--- src/rtl/cwd_pkg.sv ---
// Shared types and constants for the constant-weight decoder session controller.
package cwd_pkg;

  localparam int CWD_CW_W       = 16;
  localparam int CWD_MSG_W      = 8;
  localparam int CWD_FIFO_DEPTH = 4;
  localparam int CWD_WDOG_CYC   = 256;
  localparam int CWD_STAT_W     = 16;

  typedef enum logic [2:0] {
    CWD_S_IDLE  = 3'd0,
    CWD_S_DRST  = 3'd1,
    CWD_S_START = 3'd2,
    CWD_S_RUN   = 3'd3,
    CWD_S_FLUSH = 3'd4
  } cwd_state_e;

  localparam logic [1:0] CWD_OK       = 2'b00;
  localparam logic [1:0] CWD_WDOG     = 2'b01;
  localparam logic [1:0] CWD_LEFTOVER = 2'b10;
  localparam logic [1:0] CWD_UNDERRUN = 2'b11;

  function automatic logic [CWD_STAT_W-1:0] cwd_sat_inc(input logic [CWD_STAT_W-1:0] v);
    return (&v) ? v : v + CWD_STAT_W'(1);
  endfunction

endpackage

--- src/rtl/cwd_cw_fifo.sv ---
// Codeword FIFO: array storage, head word registered into the output on each pop.
module cwd_cw_fifo #(
  parameter int W     = 16,
  parameter int DEPTH = 4
) (
  input  logic         clk,
  input  logic         rst,
  input  logic         flush,
  input  logic         push,
  input  logic [W-1:0] push_data,
  input  logic         pop,
  output logic [W-1:0] head,
  output logic         full,
  output logic         empty
);

  localparam int AW = $clog2(DEPTH);

  logic [W-1:0]  mem [DEPTH];
  logic [AW:0]   wr_ptr_q, wr_ptr_d;
  logic [AW:0]   rd_ptr_q, rd_ptr_d;
  logic [W-1:0]  head_q, head_d;
  logic          push_ok;
  logic          pop_ok;

  assign empty   = (wr_ptr_q == rd_ptr_q);
  assign full    = (wr_ptr_q[AW] != rd_ptr_q[AW]) && (wr_ptr_q[AW-1:0] == rd_ptr_q[AW-1:0]);
  assign push_ok = push && !full && !flush;
  assign pop_ok  = pop && !empty && !flush;
  assign head    = head_q;

  always_comb begin
    wr_ptr_d = wr_ptr_q;
    rd_ptr_d = rd_ptr_q;
    head_d   = head_q;
    if (flush) begin
      rd_ptr_d = wr_ptr_q;
    end else begin
      if (push_ok) wr_ptr_d = wr_ptr_q + 1'b1;
      if (pop_ok) begin
        rd_ptr_d = rd_ptr_q + 1'b1;
        head_d   = mem[rd_ptr_q[AW-1:0]];
      end
    end
  end

  always_ff @(posedge clk) begin
    if (push_ok) mem[wr_ptr_q[AW-1:0]] <= push_data;
  end

  always_ff @(posedge clk) begin
    if (rst) begin
      wr_ptr_q <= '0;
      rd_ptr_q <= '0;
      head_q   <= '0;
    end else begin
      wr_ptr_q <= wr_ptr_d;
      rd_ptr_q <= rd_ptr_d;
      head_q   <= head_d;
    end
  end

endmodule

--- src/rtl/cwd_decode_ctrl.sv ---
// Session controller for the 16-9 constant-weight decoder: job FSM, codeword FIFO, bit packer.
// Optional watchdog built when CWD_CTRL_WATCHDOG_EN is defined.
module cwd_decode_ctrl
  import cwd_pkg::*;
#(
  parameter int CW_W       = CWD_CW_W,
  parameter int MSG_W      = CWD_MSG_W,
  parameter int FIFO_DEPTH = CWD_FIFO_DEPTH,
  parameter int WDOG_CYC   = CWD_WDOG_CYC
) (
  input  logic             clk,
  input  logic             rst,
  input  logic             job_start,
  output logic             job_busy,
  input  logic             cw_valid,
  input  logic [CW_W-1:0]  cw_data,
  output logic             cw_ready,
  output logic             dec_rst_b,
  output logic             dec_start,
  output logic             dec_fifoempty,
  output logic [CW_W-1:0]  dec_cw_word,
  input  logic             dec_readfifo,
  input  logic             dec_bin_msg,
  input  logic             dec_ready,
  input  logic             dec_done,
  output logic             msg_valid,
  output logic [MSG_W-1:0] msg_data,
  output logic             msg_last,
  output logic             stat_valid,
  output logic [15:0]      stat_bits,
  output logic [1:0]       stat_err
);

  localparam logic [2:0] ST_IDLE  = CWD_S_IDLE;
  localparam logic [2:0] ST_DRST  = CWD_S_DRST;
  localparam logic [2:0] ST_START = CWD_S_START;
  localparam logic [2:0] ST_RUN   = CWD_S_RUN;
  localparam logic [2:0] ST_FLUSH = CWD_S_FLUSH;
  localparam int NB_W = $clog2(MSG_W);

  if (WDOG_CYC < 1 || FIFO_DEPTH < 2) begin : g_bad_cfg
  end

  logic [2:0]       state_q, state_d;
  logic             drst_cnt_q, drst_cnt_d;
  logic             dec_rst_b_q, dec_rst_b_d;
  logic             dec_start_q, dec_start_d;
  logic [MSG_W-1:0] shift_q, shift_d;
  logic [NB_W-1:0]  nbits_q, nbits_d;
  logic [MSG_W-1:0] pend_q, pend_d;
  logic             pend_vld_q, pend_vld_d;
  logic [15:0]      total_q, total_d;
  logic             underrun_q, underrun_d;
  logic             wdog_hit_q, wdog_hit_d;
  logic             msg_valid_q, msg_valid_d;
  logic [MSG_W-1:0] msg_data_q, msg_data_d;
  logic             msg_last_q, msg_last_d;
  logic             stat_valid_q, stat_valid_d;
  logic [15:0]      stat_bits_q, stat_bits_d;
  logic [1:0]       stat_err_q, stat_err_d;
  logic [MSG_W-1:0] cap_word;
  logic             fifo_full, fifo_empty, fifo_push, fifo_pop, fifo_flush;
  logic             wdog_trip;

  assign cw_ready   = !fifo_full && (state_q != ST_FLUSH);
  assign fifo_push  = cw_valid && cw_ready;
  assign fifo_pop   = (state_q == ST_RUN) && dec_readfifo;
  assign fifo_flush = (state_q == ST_FLUSH);

  cwd_cw_fifo #(.W(CW_W), .DEPTH(FIFO_DEPTH)) u_fifo (
    .clk       (clk),
    .rst       (rst),
    .flush     (fifo_flush),
    .push      (fifo_push),
    .push_data (cw_data),
    .pop       (fifo_pop),
    .head      (dec_cw_word),
    .full      (fifo_full),
    .empty     (fifo_empty)
  );

`ifdef CWD_CTRL_WATCHDOG_EN
  localparam int WD_W = $clog2(WDOG_CYC + 1);
  logic [WD_W-1:0] wdog_q, wdog_d;

  // Counts only consecutive RUN cycles with queued words and no decoder activity.
  always_comb begin
    wdog_d    = '0;
    wdog_trip = 1'b0;
    if (state_q == ST_RUN && !(dec_ready || dec_readfifo || fifo_empty)) begin
      wdog_d    = wdog_q + 1'b1;
      wdog_trip = (wdog_q == WD_W'(WDOG_CYC - 1));
    end
  end

  always_ff @(posedge clk) begin
    if (rst) wdog_q <= '0;
    else     wdog_q <= wdog_d;
  end
`else
  assign wdog_trip = 1'b0;
`endif

  always_comb begin
    cap_word = shift_q;
    for (int i = 0; i < MSG_W; i++) begin
      if (i == MSG_W - 1 - int'(nbits_q)) cap_word[i] = dec_bin_msg;
    end
  end

  always_comb begin
    state_d      = state_q;
    drst_cnt_d   = drst_cnt_q;
    shift_d      = shift_q;
    nbits_d      = nbits_q;
    pend_d       = pend_q;
    pend_vld_d   = pend_vld_q;
    total_d      = total_q;
    underrun_d   = underrun_q;
    wdog_hit_d   = wdog_hit_q;
    msg_valid_d  = 1'b0;
    msg_data_d   = msg_data_q;
    msg_last_d   = 1'b0;
    stat_valid_d = 1'b0;
    stat_bits_d  = stat_bits_q;
    stat_err_d   = stat_err_q;
    case (state_q)
      ST_IDLE: begin
        if (job_start) begin
          state_d    = ST_DRST;
          drst_cnt_d = 1'b0;
          shift_d    = '0;
          nbits_d    = '0;
          pend_vld_d = 1'b0;
          total_d    = '0;
          underrun_d = 1'b0;
          wdog_hit_d = 1'b0;
        end
      end
      ST_DRST: begin
        drst_cnt_d = 1'b1;
        if (drst_cnt_q) state_d = ST_START;
      end
      ST_START: state_d = ST_RUN;
      ST_RUN: begin
        if (dec_ready) begin
          total_d = cwd_sat_inc(total_q);
          // A completed word is held back so the one that turns out last can carry msg_last.
          if (pend_vld_q) begin
            msg_valid_d = 1'b1;
            msg_data_d  = pend_q;
            pend_vld_d  = 1'b0;
          end
          if (int'(nbits_q) == MSG_W - 1) begin
            pend_d     = cap_word;
            pend_vld_d = 1'b1;
            shift_d    = '0;
            nbits_d    = '0;
          end else begin
            shift_d = cap_word;
            nbits_d = nbits_q + 1'b1;
          end
        end
        if (dec_readfifo && fifo_empty) underrun_d = 1'b1;
        if (wdog_trip) wdog_hit_d = 1'b1;
        if (dec_done || wdog_trip) state_d = ST_FLUSH;
      end
      ST_FLUSH: begin
        // Final word and status register here and appear together on the next cycle.
        if (pend_vld_q) begin
          msg_valid_d = 1'b1;
          msg_data_d  = pend_q;
          msg_last_d  = 1'b1;
        end else if (nbits_q != '0) begin
          msg_valid_d = 1'b1;
          msg_data_d  = shift_q;
          msg_last_d  = 1'b1;
        end
        stat_valid_d = 1'b1;
        stat_bits_d  = total_q;
        if (wdog_hit_q)      stat_err_d = CWD_WDOG;
        else if (underrun_q) stat_err_d = CWD_UNDERRUN;
        else if (!fifo_empty) stat_err_d = CWD_LEFTOVER;
        else                 stat_err_d = CWD_OK;
        shift_d    = '0;
        nbits_d    = '0;
        pend_vld_d = 1'b0;
        state_d    = ST_IDLE;
      end
      default: state_d = ST_IDLE;
    endcase
    dec_rst_b_d = (state_d == ST_START) || (state_d == ST_RUN);
    dec_start_d = (state_d == ST_START);
  end

  always_ff @(posedge clk) begin
    if (rst) begin
      state_q      <= ST_IDLE;
      drst_cnt_q   <= 1'b0;
      dec_rst_b_q  <= 1'b0;
      dec_start_q  <= 1'b1;
      shift_q      <= '0;
      nbits_q      <= '0;
      pend_q       <= '0;
      pend_vld_q   <= 1'b0;
      total_q      <= '0;
      underrun_q   <= 1'b0;
      wdog_hit_q   <= 1'b0;
      msg_valid_q  <= 1'b0;
      msg_data_q   <= '0;
      msg_last_q   <= 1'b0;
      stat_valid_q <= 1'b0;
      stat_bits_q  <= '0;
      stat_err_q   <= '0;
    end else begin
      state_q      <= state_d;
      drst_cnt_q   <= drst_cnt_d;
      dec_rst_b_q  <= dec_rst_b_d;
      dec_start_q  <= dec_start_d;
      shift_q      <= shift_d;
      nbits_q      <= nbits_d;
      pend_q       <= pend_d;
      pend_vld_q   <= pend_vld_d;
      total_q      <= total_d;
      underrun_q   <= underrun_d;
      wdog_hit_q   <= wdog_hit_d;
      msg_valid_q  <= msg_valid_d;
      msg_data_q   <= msg_data_d;
      msg_last_q   <= msg_last_d;
      stat_valid_q <= stat_valid_d;
      stat_bits_q  <= stat_bits_d;
      stat_err_q   <= stat_err_d;
    end
  end

  assign job_busy      = (state_q != ST_IDLE);
  assign dec_rst_b     = dec_rst_b_q;
  assign dec_start     = dec_start_q;
  assign dec_fifoempty = fifo_empty;
  assign msg_valid     = msg_valid_q;
  assign msg_data      = msg_data_q;
  assign msg_last      = msg_last_q;
  assign stat_valid    = stat_valid_q;
  assign stat_bits     = stat_bits_q;
  assign stat_err      = stat_err_q;

endmodule

--- config.mk ---
export PLATFORM = sky130hd
export DESIGN_NAME = cwd_decode_ctrl
export DESIGN_NICKNAME = d
export VERILOG_FILES = /design/src/rtl/cwd_pkg.sv /design/src/rtl/cwd_cw_fifo.sv /design/src/rtl/cwd_decode_ctrl.sv
export SDC_FILE = /design/constraint.sdc
export NUM_CORES = 1
export LEC_CHECK = 0
export BUFFER_PORTS_ARGS = -buffer_cell sky130_fd_sc_hd__buf_2
export CORE_ASPECT_RATIO = 1.25
export CORE_MARGIN = 2
export CORE_UTILIZATION = 62
export CTS_CLUSTER_DIAMETER = 50
export DETAILED_ROUTE_END_ITERATION = 8
export PLACE_DENSITY = 0.87
export SLEW_MARGIN = 10
export SYNTH_ARGS = -nofsm -noshare
export SYNTH_HDL_FRONTEND = slang
export SYNTH_SLANG_ARGS = --single-unit
export TNS_END_PERCENT = 5
--- constraint.sdc ---
create_clock -name clk -period 4.6 [get_ports clk]
set_clock_uncertainty 0.15 [all_clocks]
set_input_delay 0.23 -clock clk [delete_from_list [all_inputs] [get_ports clk]]
set_output_delay 0.23 -clock clk [all_outputs]
set_load 0.02 [all_outputs]
==> summary.txt <==
Global route
  – First-pass GRT wire length: 21,760 um
  – Initial antenna violation count: 0
  – Global-route usage over all layers: 25.66%
  – Grt ovf: 0
  – Largest net degree at the start of global routing: 44
  – Vias in the first global route: 4,552

Routing
  – DR WL/cell: 16.83 um
  – Number of remaining DRC errors: 0
  – ANT nets after route: 0
  – Pre-antenna DRT Iters: 4
  – DR vias/cell: 5.882
  – 1st-iter DRT viols: 273
  – Drt total wl: 13,510 um
  – Vias: 4,723

Clock tree
  – Worst-path clk slew: 60 ps
  – Post-CTS Setup Inserts: 0
  – CTS Buf Count: 17
  – CTS root buffer: clkbuf_16
  – Hold buffers post-CTS: 17
  – Clk buf depth: 2
  – Post-cts sizing count: 0
  – H-tree depth: 4
  – Sink Count: 158
  – TritonCTS clock tree: yes
  – Clock Latency Late Sink: 420 ps

Synth
  – Seq/Total Area, Yosys: 59.74%
  – Gate count after technology mapping: 583
  – Warnings, synthesis: 0
  – Netlist Area Pre-Place: 6367 sq um
  – Top cell type by total area after synthesis: edfxtp_1
  – Synth async-reset ratio: 0%
  – Flops & latches, synth: 158
  – Net count after synthesis: 619
  – Area contributors post-synth: edfxtp_1 (30%), dfxtp_1 (30%), mux4_2 (5.7%)
  – Post-synth top area share: 30.18%
  – Post-synth top flop: dfxtp_1
  – Netlist cell types: 49
  – Post-synth EDFFs: 64
  – Avg Cell Area, Syn: 10.92 sq um

Setup path
  – Critical Path RT: 4740 ps
  – Reg2reg start: u_fifo.rd_ptr_q[1]
  – R2R depth: 5
  – Setup CP Type: reg -> reg
  – CP arrival: 3080 ps
  – Crit path capture type: register
  – Crit Path Max Fanout: 19
  – Startpoint types: register
  – Worst reg-to-reg setup slack: 1660 ps
  – RR Endpoint: u_fifo.wr_ptr_q[2]

Run
  – Max-capacitance violation count: 0

Die
  – Initial Util: 63.33%
  – Die area: 11,100 sq um
  – Core area: 10,050 sq um
  – IO Pins: 74
  – Row cnt: 41
  – Die Y: 117.3 um
  – Die width: 94.64 um

STA
  – Part of the cycle the worst path needs: 63.90%
  – Setup violators final: 0
  – Total negative setup slack: 0 ps
  – RSZ-0062 raised after global routing: no
  – Final worst slack: 1661 ps
  – Max frequency: 0.3402 GHz
  – Worst slew pin tran: 1110 ps
  – Final Hold Viols: 0
  – Final count of pins violating max slew: 0
  – Rel. slew slack: 25.97%
  – Period minus WS final: 2939 ps

Place
  – Setup WS pre-CTS: 1739 ps
  – Placed cells: 754
  – Dpl cell area: 6785 sq um
  – Final RePlAce weighted congestion: 0.8764
  – Number of port buffers: 73
  – Post-DP HPWL: 8639 um

Final layout
  – Cell area after layout: 7540 sq um
  – Share of cells above drive strength 1: 20.47%
  – Final Util: 74.99%
  – Layout area overhead: 18.41%
  – Inserted Diodes: 0
  – Post-route insts no fill: 803
  – Nets: 697
  – Most frequent cells in the layout: nand2_1 (96), dfxtp_1 (94), buf_2 (73)
  – Commonest non-fill, non-tap cell in the layout: nand2_1

Worst hold path
  – Tightest Hold Check Type: in -> reg
  – Min-delay src: job_start
  – Hold EP: drst_cnt_q
  – Hold path cells: 4

Status
  – Status: complete, no violations

Pwr
  – Static Leak: 2.727 nW
  – Maximum vdd drop: 0.3171 mV
  – Pwr dens: 401.3 nW/um^2
[power by group]
part / switching, mW / internal [mW] / total [mW]
sequential: 0.0170 / 1.50 / 1.51
clock: 0.563 / 0.813 / 1.38
combinational: 0.0844 / 0.0515 / 0.136
total: 0.665 / 2.36 / 3.03
[area by class of cell]
| cell class | instances | area (sq um) |
|---|---|---|
| Fill cell | 645 | 2515 |
| Clock inverter | 13 | 141.4 |
| Tap cell | 129 | 161.4 |
| Clock buffer | 19 | 442.9 |
| Multi-Input combinational cell | 374 | 2365 |
| Sequential cell | 158 | 3804 |
| Timing Repair Buffer | 94 | 565.5 |
| Inverter | 16 | 60.06 |
[critical path: stages (launching register included)]
cell and delay (ps):
dfxtp_1 890, xnor2_1 270, a31oi_1 430, and3_1 790, xnor2_1 210, nor2_1 60
[cell families (layout without fill, tap and decap cells)]
family | after synthesis | in the layout | synth area share [%]
muxes | 25 | 25 | 7.153
xor gates and xnor gates | 7 | 7 | 0.9629
AOI/OAI and AO/OA | 123 | 123 | 11.77
buffers and inverters | 51 | 142 | 3.301
and+or+nand+nor | 207 | 207 | 14.72
adders and majority gates | 12 | 12 | 2.358
DFF | 158 | 158 | 59.74
[cell usage after synthesis (all sizes together), types with 5 or more instances]
library cell,n
a211oi,7
nand3,11
inv,16
clkbuf,22
o31ai,5
nand2,96
a22oi,7
a21oi,48
and3,5
dfxtp,94
nor2,49
edfxtp,64
mux4,16
xnor2,5
a31oi,5
buf,13
ha,12
o21ai,33
nor3,19
a311oi,9
mux2i,5
[through the flow]
stage | hold WS (ps) | power, mW
after floorplan | 178.9 | 1.619
after global placement | 291.2 | 1.655
after detailed placement | 296.1 | 1.665
after CTS | 0.1470 | 3.026
after global routing | 19.80 | 3.112
final | 21.09 | 3.025
[how the worst max path moves through the flow]
stage	startpoint	endpoint	slack (ps)	cells past startpoint
floorplan	u_fifo.rd_ptr_q[0]	u_fifo.mem[3][0]	2170	4
global placement	u_fifo.rd_ptr_q[1]	u_fifo.wr_ptr_q[2]	1940	5
detailed placement	u_fifo.rd_ptr_q[1]	u_fifo.mem[3][9]	1740	3
CTS	u_fifo.rd_ptr_q[1]	u_fifo.wr_ptr_q[2]	1670	5
global route	u_fifo.rd_ptr_q[1]	u_fifo.wr_ptr_q[2]	1470	5
finish	u_fifo.rd_ptr_q[1]	u_fifo.wr_ptr_q[2]	1660	5
[state kept, by name, summed over array words and instances, names as in the netlist, 3 cells and up]
signal           count
msg_data             8
nbits_q              3
pend_q               8
shift_q              8
stat_bits           16
state_q              3
total_q             16
u_fifo.head         16
u_fifo.mem          64
u_fifo.rd_ptr_q      3
u_fifo.wr_ptr_q      3
[metal layers]
metal  global-route usage, %  share of wire, %
met5                       0                 0
met4                   10.69               2.4
met3                   7.900               6.1
met2                   43.31                52
met1                   29.89                40
Power figures use the tool's default switching activity.
